===== src/rtl/fetch_ctrl.sv =====
// Instruction-fetch sequencer: owns the PC, issues one imem request at a time and buffers the reply for decode.
// Response to o_inst_valid is one registered cycle; decode backpressure holds the buffer and blocks the next fetch.
module fetch_ctrl #(
   parameter int               WIDTH      = 32,
   parameter logic [WIDTH-1:0] RESET_ADDR = '0
) (
   input  logic             clk,
   input  logic             s_reset,
   input  logic             i_redirect_valid,
   input  logic [WIDTH-1:0] i_redirect_addr,
   output logic             o_imem_req,
   output logic [WIDTH-1:0] o_imem_addr,
   input  logic             i_imem_ready,
   input  logic             i_imem_rvalid,
   input  logic [WIDTH-1:0] i_imem_rdata,
   output logic             o_inst_valid,
   output logic [WIDTH-1:0] o_inst,
   output logic [WIDTH-1:0] o_inst_pc,
   input  logic             i_decode_ready,
   output logic [31:0]      o_fetch_count
);

   typedef enum logic [1:0] {
      ST_BOOT,
      ST_REQ,
      ST_WAIT,
      ST_OUT
   } state_e;

   state_e           state_q, state_d;
   logic [WIDTH-1:0] pc_q, pc_d;
   logic             kill_q, kill_d;
   logic [WIDTH-1:0] inst_q, inst_d;
   logic [WIDTH-1:0] inst_pc_q, inst_pc_d;
   logic             inst_vld_q, inst_vld_d;
   logic [31:0]      cnt_q, cnt_d;

   logic [WIDTH-1:0] redir_tgt;
   logic             redir_act;
   logic             rsp_load;
   logic             consume;

   // Redirects are word-aligned and have no effect while booting.
   assign redir_tgt = i_redirect_addr & ~WIDTH'(3);
   assign redir_act = i_redirect_valid && (state_q != ST_BOOT);
   assign rsp_load  = (state_q == ST_WAIT) && i_imem_rvalid && !kill_q && !i_redirect_valid;
   assign consume   = (state_q == ST_OUT) && i_decode_ready && !i_redirect_valid;

   always_ff @(posedge clk) begin
      if (s_reset) begin
         state_q <= ST_BOOT;
      end else begin
         state_q <= state_d;
      end
   end

   always_comb begin
      state_d = state_q;
      case (state_q)
         ST_BOOT: state_d = ST_REQ;
         ST_REQ: begin
            if (i_imem_ready) begin
               state_d = ST_WAIT;
            end
         end
         ST_WAIT: begin
            if (i_imem_rvalid) begin
               state_d = (i_redirect_valid || kill_q) ? ST_REQ : ST_OUT;
            end
         end
         ST_OUT: begin
            if (i_redirect_valid || i_decode_ready) begin
               state_d = ST_REQ;
            end
         end
         default: state_d = ST_BOOT;
      endcase
   end

   always_comb begin
      o_imem_req = (state_q == ST_REQ);
   end

   always_comb begin
      pc_d       = pc_q;
      kill_d     = kill_q;
      inst_d     = inst_q;
      inst_pc_d  = inst_pc_q;
      inst_vld_d = inst_vld_q;
      cnt_d      = cnt_q;

      if (redir_act) begin
         pc_d = redir_tgt;
      end else if (rsp_load) begin
         pc_d = pc_q + WIDTH'(4);
      end

      // A request already accepted when the redirect lands returns a stale word that must be dropped.
      if (state_q == ST_REQ && redir_act && i_imem_ready) begin
         kill_d = 1'b1;
      end else if (state_q == ST_WAIT) begin
         if (i_imem_rvalid) begin
            kill_d = 1'b0;
         end else if (i_redirect_valid) begin
            kill_d = 1'b1;
         end
      end

      if (rsp_load) begin
         inst_d     = i_imem_rdata;
         inst_pc_d  = pc_q;
         inst_vld_d = 1'b1;
      end

      if (state_q == ST_OUT && (i_redirect_valid || i_decode_ready)) begin
         inst_vld_d = 1'b0;
      end

      if (consume) begin
         cnt_d = cnt_q + 32'd1;
      end
   end

   always_ff @(posedge clk) begin
      if (s_reset) begin
         pc_q       <= RESET_ADDR;
         kill_q     <= 1'b0;
         inst_q     <= '0;
         inst_pc_q  <= '0;
         inst_vld_q <= 1'b0;
         cnt_q      <= '0;
      end else begin
         pc_q       <= pc_d;
         kill_q     <= kill_d;
         inst_q     <= inst_d;
         inst_pc_q  <= inst_pc_d;
         inst_vld_q <= inst_vld_d;
         cnt_q      <= cnt_d;
      end
   end

   assign o_imem_addr   = pc_q;
   assign o_inst_valid  = inst_vld_q;
   assign o_inst        = inst_q;
   assign o_inst_pc     = inst_pc_q;
   assign o_fetch_count = cnt_q;

endmodule


===== config.mk =====
export PLATFORM = sky130hd
export DESIGN_NAME = fetch_ctrl
export DESIGN_NICKNAME = d
export VERILOG_FILES = /design/src/rtl/fetch_ctrl.sv
export SDC_FILE = /design/constraint.sdc
export NUM_CORES = 1
export LEC_CHECK = 0
export BUFFER_PORTS_ARGS = -buffer_cell sky130_fd_sc_hd__buf_2
export CAP_MARGIN = 20
export CORE_MARGIN = 2
export CORE_UTILIZATION = 51
export CTS_BUF_LIST = sky130_fd_sc_hd__clkbuf_8
export CTS_CLUSTER_SIZE = 14
export DETAILED_ROUTE_END_ITERATION = 10
export PLACE_DENSITY = 0.82
export SYNTH_ARGS = -nofsm -noshare
export SYNTH_HDL_FRONTEND = slang
export SYNTH_SLANG_ARGS = --single-unit

===== constraint.sdc =====
create_clock -name clk -period 2.4 [get_ports clk]
set_input_delay 0.36 -clock clk [delete_from_list [all_inputs] [get_ports clk]]
set_output_delay 0.36 -clock clk [all_outputs]
set_load 0.01 [all_outputs]

# Yosys cells after proc, flatten, opt, wreduce, memory -nomap -nowiden
# Index checks and enable logic that the tools add are counted.
totals:
  regBits: 132
  inputBits: 70
  word_cells: 49
  output_inout_bits: 130
op_classes:
  mux: 11
  reduce_logical: 22
  eq_ne: 6
  addsub: 2
ops:
  columns: ["op", "count"]
  rows:
  - ["32-bit two-way mux", 2]
  - ["32-bit by 1-bit adder with 32-bit output, second input constant", 1]
  - ["32-bit by 3-bit adder with 32-bit output, second input constant", 1]
  - ["1-bit logical AND", 9]
  - ["2-bit two-way mux", 4]
  - ["2-bit case mux with 4 select lines", 1]
  - ["2-bit nonzero test", 3]
  - ["2-bit equality test, second input constant", 2]
  - ["1-bit two-way mux", 4]
  - ["2-bit inequality test, second input constant", 2]
  - ["2-bit OR reduction", 2]
  - ["3-bit AND reduction", 1]
  - ["3-bit nonzero test", 1]
  - ["2-bit by 1-bit equality test with 1-bit output, second input constant", 1]
  - ["1-bit logical NOT", 2]
  - ["2-bit logical NOT", 1]
  - ["1-bit logical OR", 2]
  - ["2-bit by 1-bit inequality test with 1-bit output, second input constant", 1]
  - ["2-bit AND reduction", 1]

# Depth between registers and ports, before layout
# Gate-level depths: netlist of run 1.
depth:
  ltp_word: 6
  mapped_depth: 10
  mapped_depth_nobuf: 7

# Worst setup path after synthesis of run 1
# OpenSTA, ideal clock, no wires.
synth_timing:
  path_type: "register -> register"
  from: "reg state_q[0]"
  to: "reg pc_q[14], in the netlist o_imem_addr[14]"
  synth_period_minus_slack_ns: 1.829
  n_path_buf: 3
  setup_time_ns: 0.132
  t_arrival_ns: 1.696
  stages_incl_launch_ff: 11
  required_time_ns: 2.268
  setup_slack_ns: 0.571
  path_cell_list: "dfxtp_1 inv_1 ha_1 and4bb_1 buf_6 and3_4 buf_6 buf_6 nand4_1 xor2_1 a21oi_1"
synth_between:
  elab_chain_len: 5
  word_cells_on_any_way: 8
  cone_classes: "eq/ne (1); mux (1); reduce/logical (6)"
synth_rtl:
  columns: ["item", "line_no", "rtl"]
  rows:
  - ["from (decl)", "30", "state_e state_q, state_d;"]
  - ["from (signal assigned)", "53", "state_q <= state_d;"]
  - ["2-bit equality test", "46", "assign rsp_load = (state_q == ST_WAIT) && i_imem_rvalid && !kill_q && !i_redirect_valid;"]
  - ["1-bit logical AND (3 in series)", "46", null]
  - ["2-bit nonzero test (no source line)", null, null]
  - ["to (signal assigned)", "133", "pc_q <= pc_d;"]
  - ["to (decl)", "31", "logic [WIDTH-1:0] pc_q, pc_d;"]
# Several ways; a longest one is shown, not always the timed one.
# A chain may end at the register's enable or synchronous reset.

# Final worst setup path of run 1
layout_timing:
  from: "reg state_q[0]"
  to: "reg cnt_q[25], in the netlist o_fetch_count[25]"
layout_between:
  elab_chain_len: 3
layout_rtl:
  columns: ["item", "line_no", "rtl"]
  rows:
  - ["2-bit equality test", "47", "assign consume = (state_q == ST_OUT) && i_decode_ready && !i_redirect_valid;"]
  - ["1-bit logical AND (2 in series)", "47", null]
  - ["to (signal assigned)", "138", "cnt_q <= cnt_d;"]
  - ["to (decl)", "36", "logic [31:0] cnt_q, cnt_d;"]
# Every way passes these cells.

==> flow_metrics.py, run 1 <==
metrics = {
    "status": {
        "outcome": "completed",
    },
    "clocking": {
        "cts_sinks": 128,
        "clock-root-buffer": "clkbuf_8",
        "cts_resized": 0,
        "ctsHtreeMaxLevel": 4,
        "cts_tree": "yes",
        "cts.clk_slew.worst_paths_ns": 0.08,
        "numCtsBuffers": 17,
        "cts_buffer_depth": 2,
        "worstSkewPairLatency_ns": 0.43,
        "hold_buffers": 0,
        "cts_setup_buffers": 0,
    },
    "final_layout": {
        "drive_gt1_share_pct": 28.77,
        "diodes": 0,
        "filler_cell_count": 949,
        "syn_to_final_growth_pct": 25.54,
        "ff_latch_area_mm2": 0.002562,
        "fin_nets": 925,
        "multi_input_area_mm2": 0.002723,
    },
    "placement": {
        "dp_hpwl_um": 9786,
        "io_buffers": 193,
        "gp_congestion": 0.8294,
    },
    "logic_synthesis": {
        "synthSimpleGateAreaFrac_pct": 26.49,
        "netlist_area_mm2": 0.005535,
        "synthCells": 671,
        "seq_area_frac_synth_pct": 46.29,
        "synth_top_family_by_area": "simple AND/OR/NAND/NOR gates",
        "yosysTopAreaCell": "dfxtp_1",
        "yosys-top-cells-count": "150 x nand2_1, 128 x dfxtp_1, 89 x a21oi_1, 40 x nor2_1, 31 x nand4_1",
        "synth_xor_area_share_pct": 6.804,
        "ys_seq_elements": 128,
        "ys_types": 57,
        "synth_edf_count": 0,
        "synth_mux_area_share_pct": 0.1808,
        "synthAdderAreaFrac_pct": 1.356,
        "synth_most_common_cell": "nand2_1",
        "yosys_warnings": 0,
        "synth_top_area_share_pct": 46.29,
        "synth_ff_type": "dfxtp_1",
        "ys_async_sr_fraction_pct": 0,
        "synth_area_per_cell_um2": 8.249,
        "synth_compound_area_share_pct": 14.08,
        "synth.area.top_cells": "dfxtp_1 46%, nand2_1 10%, a21oi_1 8.0%",
    },
    "min_path": {
        "hp-start": "i_imem_rdata[21]",
        "hold_class": "in -> reg",
        "whs_path_depth": 3,
        "worstHoldEndpoint": "o_inst[21]",
    },
    "timing": {
        "period_minus_slack_ns": 2.013,
        "final_max_slew_viol_count": 0,
        "fin_skew_ns": 0.01291,
        "tns_ns": 0,
        "slew_headroom_pct": 55.44,
        "setup_viol": 0,
        "tightest_slew_ns": 0.6684,
        "finalHoldViolations": 0,
        "rsz0062_at_grt": "false",
        "fmax_ghz": 0.4968,
        "fin_crit_sh_pct": 83.87,
    },
    "pwr": {
        "ir_worst_vdd_uv": 531.3,
        "leakage_nw": 2.974,
        "fin_total_pwr_mw": 4.512,
        "power.density_mw_per_mm2": 649.2,
    },
    "floorplanning": {
        "ios": 200,
        "dieHeight_um": 108.2,
        "chipWidth_um": 108.2,
        "start_util_pct": 51.74,
        "row_count": 38,
        "dieArea_mm2": 0.01170,
        "core_mm2": 0.01070,
    },
    "grt": {
        "grt_max_degree": 71,
        "grt_pass1_vias": 4656,
        "gr-usage-all-layers_pct": 23.91,
        "antenna_found_initial": 0,
        "grt.overflow.total": 0,
        "grt_pass1_wl_um": 22280,
    },
    "detailed_routing": {
        "antenna_left": 0,
        "via_per_inst": 5.314,
        "drt_pass1_iterations": 5,
        "drtIter0Drc": 283,
        "post_drt_wl_per_cell_um": 14.15,
        "finalWirelength_um": 14170,
        "vias": 5325,
        "remaining_drc_errors": 0,
    },
    "critical_path": {
        "cp.arrival_ns": 2.37,
        "r2r-end": "o_fetch_count[25]",
        "endpoint_kind": "flop",
        "timing.reg2reg.worst_path_depth": 6,
        "regToRegSetupSlack_ns": 0.39,
        "crit_type": "reg -> reg",
        "required_ns": 2.76,
        "cp_max_fo": 11,
        "start_kind": "flop",
        "r2r-start": "state_q[0]",
    },
    "job": {
        "drv_cap": 0,
    },
}
worst max-delay path: stages (launching register included):
cell	delay (ns)
dfxtp_1	0.38
ha_1	0.20
and3b_1	0.32
and4_4	0.37
nand4b_4	0.18
or3_1	0.36
a21oi_1	0.15
cell families after synthesis:
logic type,count (synthesis)
and+or+nand+nor,295
AOI/OAI and AO/OA,140
DFF,128
buffers and inverters,57
xor gates and xnor gates,43
adders and majority gates,6
other,1
muxes,1
cell usage in the layout (no fill, tap or decap), types with 5 or more instances in the layout:
cell type   netlist  routed
o21ai_0          25      25
nand4_1          31      31
xnor2_1          14      14
clkbuf_8          0      17
ha_1              6       6
buf_4             6       6
buf_2             2     192
xor2_1           29      29
inv_1            13      13
a211oi_1          6       6
and3_1           13      13
nand2_1         150     150
a21oi_1          89      89
clkinvlp_4        0       5
dfxtp_1         128     128
nor2_1           40      40
or3_1             6       6
nor3_1            7       7
nand3_1          16      16
final cells by class:
type                       instances  share of cell area [%]
clock buffer                      17                   3.367
clock inverter                    15                   2.305
inverter                          13                  0.7022
multi-input combinational        489                   39.18
sequential                       128                   36.87
tap                              140                   2.521
timing repair buffer             200                   15.05
metrics by stage:
stage          cells  setup slack [ns]  hold slack, ns  utilization [%]  area, um^2
3_5_place_dp     970            0.3904          0.4441            61.27        6555
3_3_place_gp     970            0.4062          0.4386            61.27        6555
5_1_grt         1002            0.2162          0.1473            64.96        6949
2_1_floorplan    674            0.5713          0.4752                -        5547
6_report        1002            0.3871          0.1616            64.96        6949
4_1_cts         1002            0.3714          0.1377            64.96        6949
how the worst max path moves through the flow:
stage | startpoint | to | slack [ns] | cells past startpoint
floorplan | state_q[0] | o_imem_addr[14] | 0.57 | 10
global placement | i_redirect_valid | o_fetch_count[31] | 0.41 | 6
detailed placement | i_redirect_valid | o_fetch_count[31] | 0.39 | 6
CTS | state_q[0] | o_imem_addr[31] | 0.37 | 8
global route | state_q[1] | o_fetch_count[31] | 0.22 | 6
finish | state_q[0] | o_fetch_count[25] | 0.39 | 6
per-layer routing:
metal  vias up  track usage, %  wire [um]
li1       2649               -          -
met1      2475           29.30       5946
met2       173           39.94       6986
met3        28           6.751        966
met4         0           9.158        275
met5         -               0          0
report_power, final:
part	switching (mW)	total, mW	internal, mW	leakage, nW
combinational	0.229	0.401	0.172	1.75
clock	0.896	1.83	0.931	0.185
sequential	0.0960	2.28	2.19	1.04
state kept, by name, summed over array words and instances, names as in the netlist:
name	count
o_fetch_count	32
o_inst	32
o_imem_addr	30
o_inst_pc	30
state_q	2
kill_q	1
o_inst_valid	1
Note: power is estimated with default switching activity, not from simulation.
==> run 2: changes to the inputs <==
clock period = 2 ns   (was 2.4 ns; I/O delays follow)
==> run 2 against run 1 <==
Register-to-register slack worse by 0.25 ns. Highest routed layer unchanged. Critical path type unchanged. First-iteration DRC count grew 12%. Wire length rose by 2.5%.
==> flow_metrics.py, run 2 (synthesis gave the netlist of run 1 again) <==
metrics = {
    "clocking": {
        "worstSkewPairLatency_ns": 0.43,
        "cts.clk_slew.worst_paths_ns": 0.08,
        "cts_tree": "yes",
        "clock-root-buffer": "clkbuf_8",
        "hold_buffers": 0,
        "numCtsBuffers": 17,
        "cts_sinks": 128,
        "cts_buffer_depth": 2,
        "ctsHtreeMaxLevel": 4,
    },
    "critical_path": {
        "regToRegSetupSlack_ns": 0.14,
        "start_kind": "flop",
        "endpoint_kind": "flop",
        "max_stage_delay_ns": 0.38,
        "crit_type": "reg -> reg",
        "required_ns": 2.30,
        "crit_start": "state_q[1]",
        "critPathTopFamily": "compound AO/OA/AOI/OAI gates",
        "cp.arrival_ns": 2.16,
        "r2r-start": "state_q[1]",
        "r2r-end": "o_imem_addr[11]",
        "worst-path-buf-inv": 1,
        "critPathSlowestCell": "dfxtp_1",
        "cp_max_fo": 11,
        "cp_cell_sequence": "ha_1 -> and4bb_2 -> buf_4 -> nand2_1 -> o311ai_0 -> a21oi_1",
        "timing.reg2reg.worst_path_depth": 6,
    },
    "floorplanning": {
        "ios": 200,
        "core_mm2": 0.01070,
        "dieHeight_um": 108.2,
        "dieArea_mm2": 0.01170,
        "row_count": 38,
        "start_util_pct": 51.74,
        "chipWidth_um": 108.2,
    },
    "min_path": {
        "hold_class": "in -> reg",
        "whs_path_depth": 3,
        "hp-start": "i_imem_rdata[18]",
        "worstHoldEndpoint": "o_inst[18]",
    },
    "timing": {
        "rsz0062_at_grt": "false",
        "period_minus_slack_ns": 1.865,
        "tightest_slew_ns": 0.5142,
        "fin_crit_sh_pct": 93.23,
        "tns_ns": 0,
        "slew_headroom_pct": 65.40,
        "fmax_ghz": 0.5363,
        "setup_viol": 0,
        "finalHoldViolations": 0,
        "final_max_slew_viol_count": 0,
        "fin_skew_ns": 0.01410,
    },
    "placement": {
        "place_inst": 986,
        "gp_congestion": 0.8567,
        "dpl_cell_area_mm2": 0.006688,
        "dp_hpwl_um": 10180,
        "io_buffers": 193,
    },
    "final_layout": {
        "design_area_mm2": 0.007104,
        "drive_gt1_share_pct": 30.23,
        "fin_cells": 1021,
        "fin_nets": 943,
        "final_cell_mix": "192 x buf_2, 150 x nand2_1, 128 x dfxtp_1, 89 x a21oi_1, 40 x nor2_1",
        "syn_to_final_growth_pct": 28.35,
        "layout_commonest_cell": "buf_2",
    },
    "grt": {
        "grt.overflow.total": 0,
        "antenna_found_initial": 1,
        "grt_pass1_vias": 4973,
        "grt_pass1_wl_um": 23090,
        "grt_max_degree": 61,
        "gr-usage-all-layers_pct": 24.66,
    },
    "detailed_routing": {
        "drtIter0Drc": 318,
        "finalWirelength_um": 14520,
        "via_per_inst": 5.282,
        "remaining_drc_errors": 0,
        "vias": 5393,
        "drt_pass1_iterations": 5,
        "antenna_left": 0,
        "post_drt_wl_per_cell_um": 14.22,
    },
    "status": {
        "outcome": "completed",
    },
    "pwr": {
        "power.density_mw_per_mm2": 766.4,
        "seqPwrFrac_pct": 50.0,
        "pwr-share-clk_pct": 40.2,
        "power.internal_mw": 3.977,
        "switching_share_pct": 26.96,
        "ir_worst_vdd_uv": 412.6,
        "p_comb_share_pct": 9.8,
        "leakage_nw": 3.079,
        "switchingPower_mw": 1.468,
    },
    "job": {
        "drv_cap": 0,
    },
}
[run 2: worst max path at each step]
stage / end / slack [ns] / cells past startpoint
final: o_imem_addr[11] / 0.14 / 6
after global routing: o_fetch_count[30] / 0.01 / 7
after CTS: o_imem_addr[27] / 0.03 / 6
after detailed placement: o_imem_addr[19] / 0.07 / 6
after global placement: o_imem_addr[29] / 0.08 / 6
after floorplan: o_imem_addr[14] / 0.17 / 10
[run 2: area by class of cell]
type	instances	area, um^2
multi-input cells	489	2724
diodes	1	2.502
inverters	13	48.80
flip-flops and latches	128	2562
well taps	140	175.2
repair buffers	218	1197
clock inverters	15	160.2
fillers	958	3593
clock buffers	17	234.0
[run 2: worst reg2reg max path: stages, from the launching register on]
cell      delay [ns]
dfxtp_1         0.38
ha_1            0.28
and4bb_2        0.28
buf_4           0.19
nand2_1         0.15
o311ai_0        0.35
a21oi_1         0.11
[run 2: timing repair]
action,CTS,global route
buffers inserted,0,2
gates resized for setup,0,2
setup endpoints to repair,0,33
[run 2: stage by stage]
stage	setup WS (ns)	power, mW	util [%]	hold WS [ns]
after floorplan	0.1713	3.049	-	0.4152
after global placement	0.08427	3.298	62.51	0.4388
after detailed placement	0.06739	3.313	62.51	0.4430
after CTS	0.02735	5.498	66.20	0.08502
after global routing	0.01136	5.675	66.41	0.07715
final	0.1355	5.445	66.41	0.1086
[run 2: power groups by stage]
stage	clock, mW	sequential [mW]	combinational [mW]
3_3_place_gp	0	2.78	0.519
3_5_place_dp	0	2.78	0.532
5_1_grt	2.36	2.73	0.585
4_1_cts	2.24	2.72	0.534
6_report	2.19	2.72	0.534
2_1_floorplan	0	2.80	0.246
[run 2: per-layer routing]
layer	wire (um)	global-route usage [%]	part of all wire (%)	vias up
met5	0	0	0	-
met4	343	9.158	2.4	0
met3	925	6.510	6.4	29
met2	6976	41.69	48	180
met1	6278	30.18	43	2499
li1	-	-	-	2685
